## src/rtl/bus_bridge_pkg.sv

```systemverilog
// Shared definitions for the system-bus to register-bus bridge:
// default geometry and the bridge FSM state encoding.
package bus_bridge_pkg;

  localparam int AW_DEF  = 32;
  localparam int DW_DEF  = 32;
  localparam int TMO_DEF = 255;

  typedef enum logic [1:0] {
    ST_IDLE = 2'd0,
    ST_STRB = 2'd1,
    ST_WAIT = 2'd2,
    ST_RESP = 2'd3
  } state_e;

endpackage

```

## src/rtl/bus_tmo_cnt.sv

```systemverilog
// Saturating ack-timeout counter. 'expired' fires on the enabled cycle in
// which the TMO_CYC-th cycle since the clear is reached.
module bus_tmo_cnt
  import bus_bridge_pkg::*;
#(
  parameter int TMO_CYC = TMO_DEF
) (
  input  logic clk_i,
  input  logic rstn_i,
  input  logic clr,
  input  logic en,
  output logic expired
);

  localparam int CW = $clog2(TMO_CYC + 1);
  localparam logic [CW-1:0] CNT_LAST = CW'(TMO_CYC - 1);
  localparam logic [CW-1:0] CNT_MAX  = CW'(TMO_CYC);

  logic [CW-1:0] cnt_q, cnt_d;

  always_comb begin
    cnt_d = cnt_q;
    if (clr) begin
      cnt_d = '0;
    end else if (en && (cnt_q != CNT_MAX)) begin
      cnt_d = cnt_q + 1'b1;
    end
  end

  always_ff @(posedge clk_i or negedge rstn_i) begin
    if (!rstn_i) begin
      cnt_q <= '0;
    end else begin
      cnt_q <= cnt_d;
    end
  end

  // Compare before the increment lands so the response leaves on time.
  assign expired = en && (cnt_q == CNT_LAST);

endmodule

```

## src/rtl/bus_reg_bridge.sv

```systemverilog
// Bridges a single-outstanding system-bus request to a strobe/ack register
// bus, with an ack timeout and a one-cycle response pulse upstream.
module bus_reg_bridge
  import bus_bridge_pkg::*;
#(
  parameter int AW      = AW_DEF,
  parameter int DW      = DW_DEF,
  parameter int TMO_CYC = TMO_DEF
) (
  input  logic            clk_i,
  input  logic            rstn_i,
  input  logic [AW-1:0]   sys_addr_i,
  input  logic [DW-1:0]   sys_wdata_i,
  input  logic [DW/8-1:0] sys_sel_i,
  input  logic            sys_wen_i,
  input  logic            sys_ren_i,
  output logic [DW-1:0]   sys_rdata_o,
  output logic            sys_err_o,
  output logic            sys_ack_o,
  output logic [AW-1:0]   addr_o,
  output logic [DW-1:0]   wdata_o,
  output logic [DW/8-1:0] sel_o,
  output logic            wen_o,
  output logic            ren_o,
  input  logic [DW-1:0]   rdata_i,
  input  logic            err_i,
  input  logic            ack_i,
  output logic            busy_o,
  output logic [1:0]      state_o
);

  state_e          state_q, state_d;
  logic [AW-1:0]   addr_q, addr_d;
  logic [DW-1:0]   wdata_q, wdata_d;
  logic [DW/8-1:0] sel_q, sel_d;
  logic            wen_q, wen_d, ren_q, ren_d;
  logic [DW-1:0]   rdata_q, rdata_d;
  logic            err_q, err_d, ack_q, ack_d, busy_q, busy_d;
  logic            tmo_expired;

  // Response registers default to zero so they are only non-zero with ack.
  always_comb begin
    state_d = state_q;
    addr_d  = addr_q;
    wdata_d = wdata_q;
    sel_d   = sel_q;
    wen_d   = 1'b0;
    ren_d   = 1'b0;
    rdata_d = '0;
    err_d   = 1'b0;
    ack_d   = 1'b0;
    unique case (state_q)
      ST_IDLE: begin
        if (sys_wen_i ^ sys_ren_i) begin
          addr_d  = sys_addr_i;
          wdata_d = sys_wdata_i;
          sel_d   = sys_sel_i;
          wen_d   = sys_wen_i;
          ren_d   = sys_ren_i;
          state_d = ST_STRB;
        end else if (sys_wen_i && sys_ren_i) begin
          err_d   = 1'b1;
          ack_d   = 1'b1;
          state_d = ST_RESP;
        end
      end
      ST_STRB, ST_WAIT: begin
        if (ack_i || err_i) begin
          rdata_d = rdata_i;
          err_d   = err_i;
          ack_d   = 1'b1;
          state_d = ST_RESP;
        end else if (tmo_expired) begin
          err_d   = 1'b1;
          ack_d   = 1'b1;
          state_d = ST_RESP;
        end else begin
          state_d = ST_WAIT;
        end
      end
      ST_RESP: state_d = ST_IDLE;
      default: state_d = ST_IDLE;
    endcase
    busy_d = (state_d != ST_IDLE);
  end

  always_ff @(posedge clk_i or negedge rstn_i) begin
    if (!rstn_i) begin
      state_q <= ST_IDLE;
      addr_q  <= '0;
      wdata_q <= '0;
      sel_q   <= '0;
      wen_q   <= 1'b0;
      ren_q   <= 1'b0;
      rdata_q <= '0;
      err_q   <= 1'b0;
      ack_q   <= 1'b0;
      busy_q  <= 1'b0;
    end else begin
      state_q <= state_d;
      addr_q  <= addr_d;
      wdata_q <= wdata_d;
      sel_q   <= sel_d;
      wen_q   <= wen_d;
      ren_q   <= ren_d;
      rdata_q <= rdata_d;
      err_q   <= err_d;
      ack_q   <= ack_d;
      busy_q  <= busy_d;
    end
  end

  bus_tmo_cnt #(
    .TMO_CYC (TMO_CYC)
  ) u_tmo_cnt (
    .clk_i   (clk_i),
    .rstn_i  (rstn_i),
    .clr     (state_q == ST_STRB),
    .en      (state_q == ST_WAIT),
    .expired (tmo_expired)
  );

  assign sys_rdata_o = rdata_q;
  assign sys_err_o   = err_q;
  assign sys_ack_o   = ack_q;
  assign addr_o      = addr_q;
  assign wdata_o     = wdata_q;
  assign sel_o       = sel_q;
  assign wen_o       = wen_q;
  assign ren_o       = ren_q;
  assign busy_o      = busy_q;
  assign state_o     = state_q;

endmodule

```

## config.mk

```make
export PLATFORM = sky130hd
export DESIGN_NAME = bus_reg_bridge
export DESIGN_NICKNAME = d
export VERILOG_FILES = /design/src/rtl/bus_bridge_pkg.sv /design/src/rtl/bus_tmo_cnt.sv /design/src/rtl/bus_reg_bridge.sv
export SDC_FILE = /design/constraint.sdc
export NUM_CORES = 1
export LEC_CHECK = 0
export ABC_AREA = 0
export ABC_CLOCK_PERIOD_IN_PS = 2300
export BUFFER_PORTS_ARGS = -buffer_cell sky130_fd_sc_hd__buf_4
export CORE_MARGIN = 5
export CORE_UTILIZATION = 46
export CTS_BUF_LIST = sky130_fd_sc_hd__clkbuf_16
export CTS_CLUSTER_DIAMETER = 200
export CTS_CLUSTER_SIZE = 8
export DETAILED_ROUTE_END_ITERATION = 6
export PLACE_DENSITY = 0.79
export SKIP_LAST_GASP = 1
export SYNTH_ARGS = -nofsm -noshare
export SYNTH_HDL_FRONTEND = slang
export SYNTH_HIERARCHICAL = 1
export SYNTH_SLANG_ARGS = --single-unit
export TNS_END_PERCENT = 10
```

## constraint.sdc

```tcl
create_clock -name clk_i -period 2.3 [get_ports clk_i]
set_clock_uncertainty 0.05 [all_clocks]
set_input_delay 0.115 -clock clk_i [delete_from_list [all_inputs] [get_ports clk_i]]
set_output_delay 0.115 -clock clk_i [all_outputs]
set_load 0.02 [all_outputs]
```

==> impl_results.md <==
- Synth top area cells: dfrtp_1, mux2_2, mux2_4, and2_1, ha_1
- Num Clock Sinks: about 120
- Vias: between 3,000 and 4,000
- Fin area: 7850 sq um
- Share of cells above drive strength 1: 49.3%
- Top cells by count, synth: dfrtp_1, mux2_2, and2_1, mux2_4
- Total grt overflow: 0
- R2R Path End: sys_err_o
- Total GRT Usage: between 20% and 30%
- Yosys top cell area share: a little under two thirds
- DRC: 0
- Total Nets Final: about 740
- Cts bufs inserted: 17
- DRT Pass-1 Iters: 6
- Critical path class: reg -> reg
- Primary FF master, synth: dfrtp_1
- Mapped Area: 4530 sq um
- Status: finished, final reports clean
- Min-delay worst type: in -> reg
- Final Hold Viols: 0
- Slew Viols, Final: 0
- XOR/XNOR Fraction of Synth Area: 0%
- RePlAce Congestion: between 0.8 and 0.9
- Die area: 11,900 sq um
- Critical path data arrival time: approximately 2.4 ns
- Fmax: 469 MHz
- Critical Path Sink Type: flop
- Fraction of synthesized area in multiplexers: slightly below 20%
- Leakage power: 0.00384 uW
- Area grow syn2layout: 73.3%
- Die Ht: approximately 110 microns
- Synth Area in Compound Gates: under 10%
- Largest family of logic cells by synthesized area: multiplexers
- Ports: around 210
- Most common cell in the netlist: dfrtp_1
- Fin crit share: approximately 90%
- Largest net degree at the start of global routing: a little under 70
- Area leader, netlist: dfrtp_1
- Mean post-synth cell area: about 15 sq um
- Worst vdd ir: 0.000780 V
- DRT iter0 DRCs: 166
- Register area share after synthesis: 63.6%
- WL/cell: 18.9 microns
- Worst Max-Slew Pin Slew: roughly 0.79 ns
- H-tree level count: 4
- Count of mapped cells out of synthesis: ~300
- Hold Crit Depth: 3
- Post-synth EDFFs: 0
- Ys Warns: 6
- Reg2reg start: state_o[0]
- First-pass GRT wire length: 22.1 mm
- Number of global-route vias before repair: a little over 4,000
- Final setup vio count: 0
- R2r worst-path depth: 7
- Power per cell area: roughly 1400 nW/um^2
- Slew margin rel.: between 40% and 50%
- Starting Density: 46.8%
- Fillers: around 490
- Ys async rst share: 100%
- Post-CTS Setup Bufs: 0
- Tmin final: approximately 2.1 ns
- Hold Path End: state_o[0]
- Remaining antenna violation count: 0
- Via density: around 4.8
- Final WL: roughly 14 mm
- Post-synthesis register bit count: 115
- Post-cts sizing count: 0
- CP Launch Type: flop
- Setup TNS: 0 ns
- Simple-Gate Fraction of Synth Area: under 10%
- RSZ-0062 raised after global routing: false
- DP Area: 6240 sq um
- CTS root buffer: clkbuf_16
- Largest fanout on the critical path: 7
- Worst Path Required: around 2.6 ns
- Core Rows: 36
- Syn_nets: 413
- TritonCTS clock tree: built
- Hold Crit Start: ack_i
- Worst-Skew Late Latency: 0.39 ns
- Clock transition at the registers of the reported paths: 0.05 ns
- Post-CTS Hold Buffers: 103
- Ant. Diodes: 0
- HPWL after DPL: 8.10 mm
- Core area: approximately 9700 sq um
- Worst R2R Setup Slack: approximately 0.17 ns
- Port bufs: approximately 210
- Post-synthesis cell type count: 33
- Die width: 109 microns
- Clk buf depth: 2
- Total of max-cap violations: 0
- Post-Synth Adder-Cell Area: between 2 and 2.5%
- Initial antenna violation count: 0
## area by class of cell
| class | count | area (sq um) | share of cell area (%) |
|---|---|---|---|
| Tap cell | 133 | 166 | 2.12 |
| Clock inverter | 14 | 148 | 1.88 |
| Clock buffer | 17 | 425 | 5.42 |
| Sequential cell | 115 | 2880 | 36.7 |
| Timing Repair Buffer | 319 | 2680 | 34.1 |
| Inverter | 9 | 33.8 | 0.431 |
| Multi-Input combinational cell | 161 | 1520 | 19.3 |
## cells in the final DEF, fill, tap and decap left out, drive strengths merged, types with 2 or more instances in the layout
cell type and n:
clkbuf 17, clkinv 7, a21oi 4, and3 2
buf 216, a31oi 3, inv 11, mux2 72
and4 2, nor2 6, ha 9, dfrtp 115
nand3 3, bufinv 3, a211oi 4, nand2 4
nor2b 5, clkinvlp 2, and2 34, dlygate4sd3 103
nor3 3
## power breakdown
group,switching (uW),internal (uW),leakage [uW]
Clock,866,1670,0.000283
Combinational,2500,2360,0.00213
Sequential,536,2940,0.00142
## critical path, stage by stage (launching register included)
cell,delay [ns]
dfrtp_1,0.43
inv_1,0.10
ha_1,0.28
and3_1,0.19
and3_1,0.21
nand3b_1,0.09
a31oi_1,0.16
dlygate4sd3_1,0.56
## through the flow
stage          hold slack, ns  util (%)  cells  setup WS [ns]  power, uW
5_1_grt                0.0309      81.0    768         0.0580      11400
2_1_floorplan          -0.231         -    298          0.419       6050
3_5_place_dp          -0.0457      64.5    634          0.405       8020
3_3_place_gp          -0.0493      64.5    634          0.528       7890
6_report               0.0293      81.0    768          0.169      10900
4_1_cts                0.0159      81.0    768          0.164      10700
## worst max-delay path by stage
stage | slack (ns) | from | endpoint
2_1_floorplan | 0.42 | state_o[0] | addr_o[11]
3_3_place_gp | 0.53 | state_o[1] | sys_rdata_o[16]
3_5_place_dp | 0.40 | state_o[0] | sys_rdata_o[8]
4_1_cts | 0.16 | state_o[0] | sys_err_o
5_1_grt | 0.06 | state_o[0] | sys_err_o
6_report | 0.17 | state_o[0] | sys_err_o
## metal layers
metal,up-vias,GRT usage [%],routed length [microns]
met4,0,5.88,152
met1,1813,28.5,5530
met2,176,44.0,7610
met3,14,9.59,1190
li1,1668,-,-
met5,-,0,0
## flip-flops by register name (all words and copies together), names as in the netlist
signal	cells
busy_o	1
ren_o	1
sel_o	4
wdata_o	32
sys_rdata_o	32
wen_o	1
u_tmo_cnt/cnt_q	8
sys_ack_o	1
addr_o	32
sys_err_o	1
state_o	2
## cells by family (layout without fill, tap and decap cells)
kind of cell,Yosys count,in the layout
DFF,115,115
muxes,73,73
and+or+nand+nor,63,63
buffers and inverters,22,359
AOI/OAI and AO/OA,16,16
adders and majority gates,9,9
Note: power is estimated with default switching activity, not from simulation.
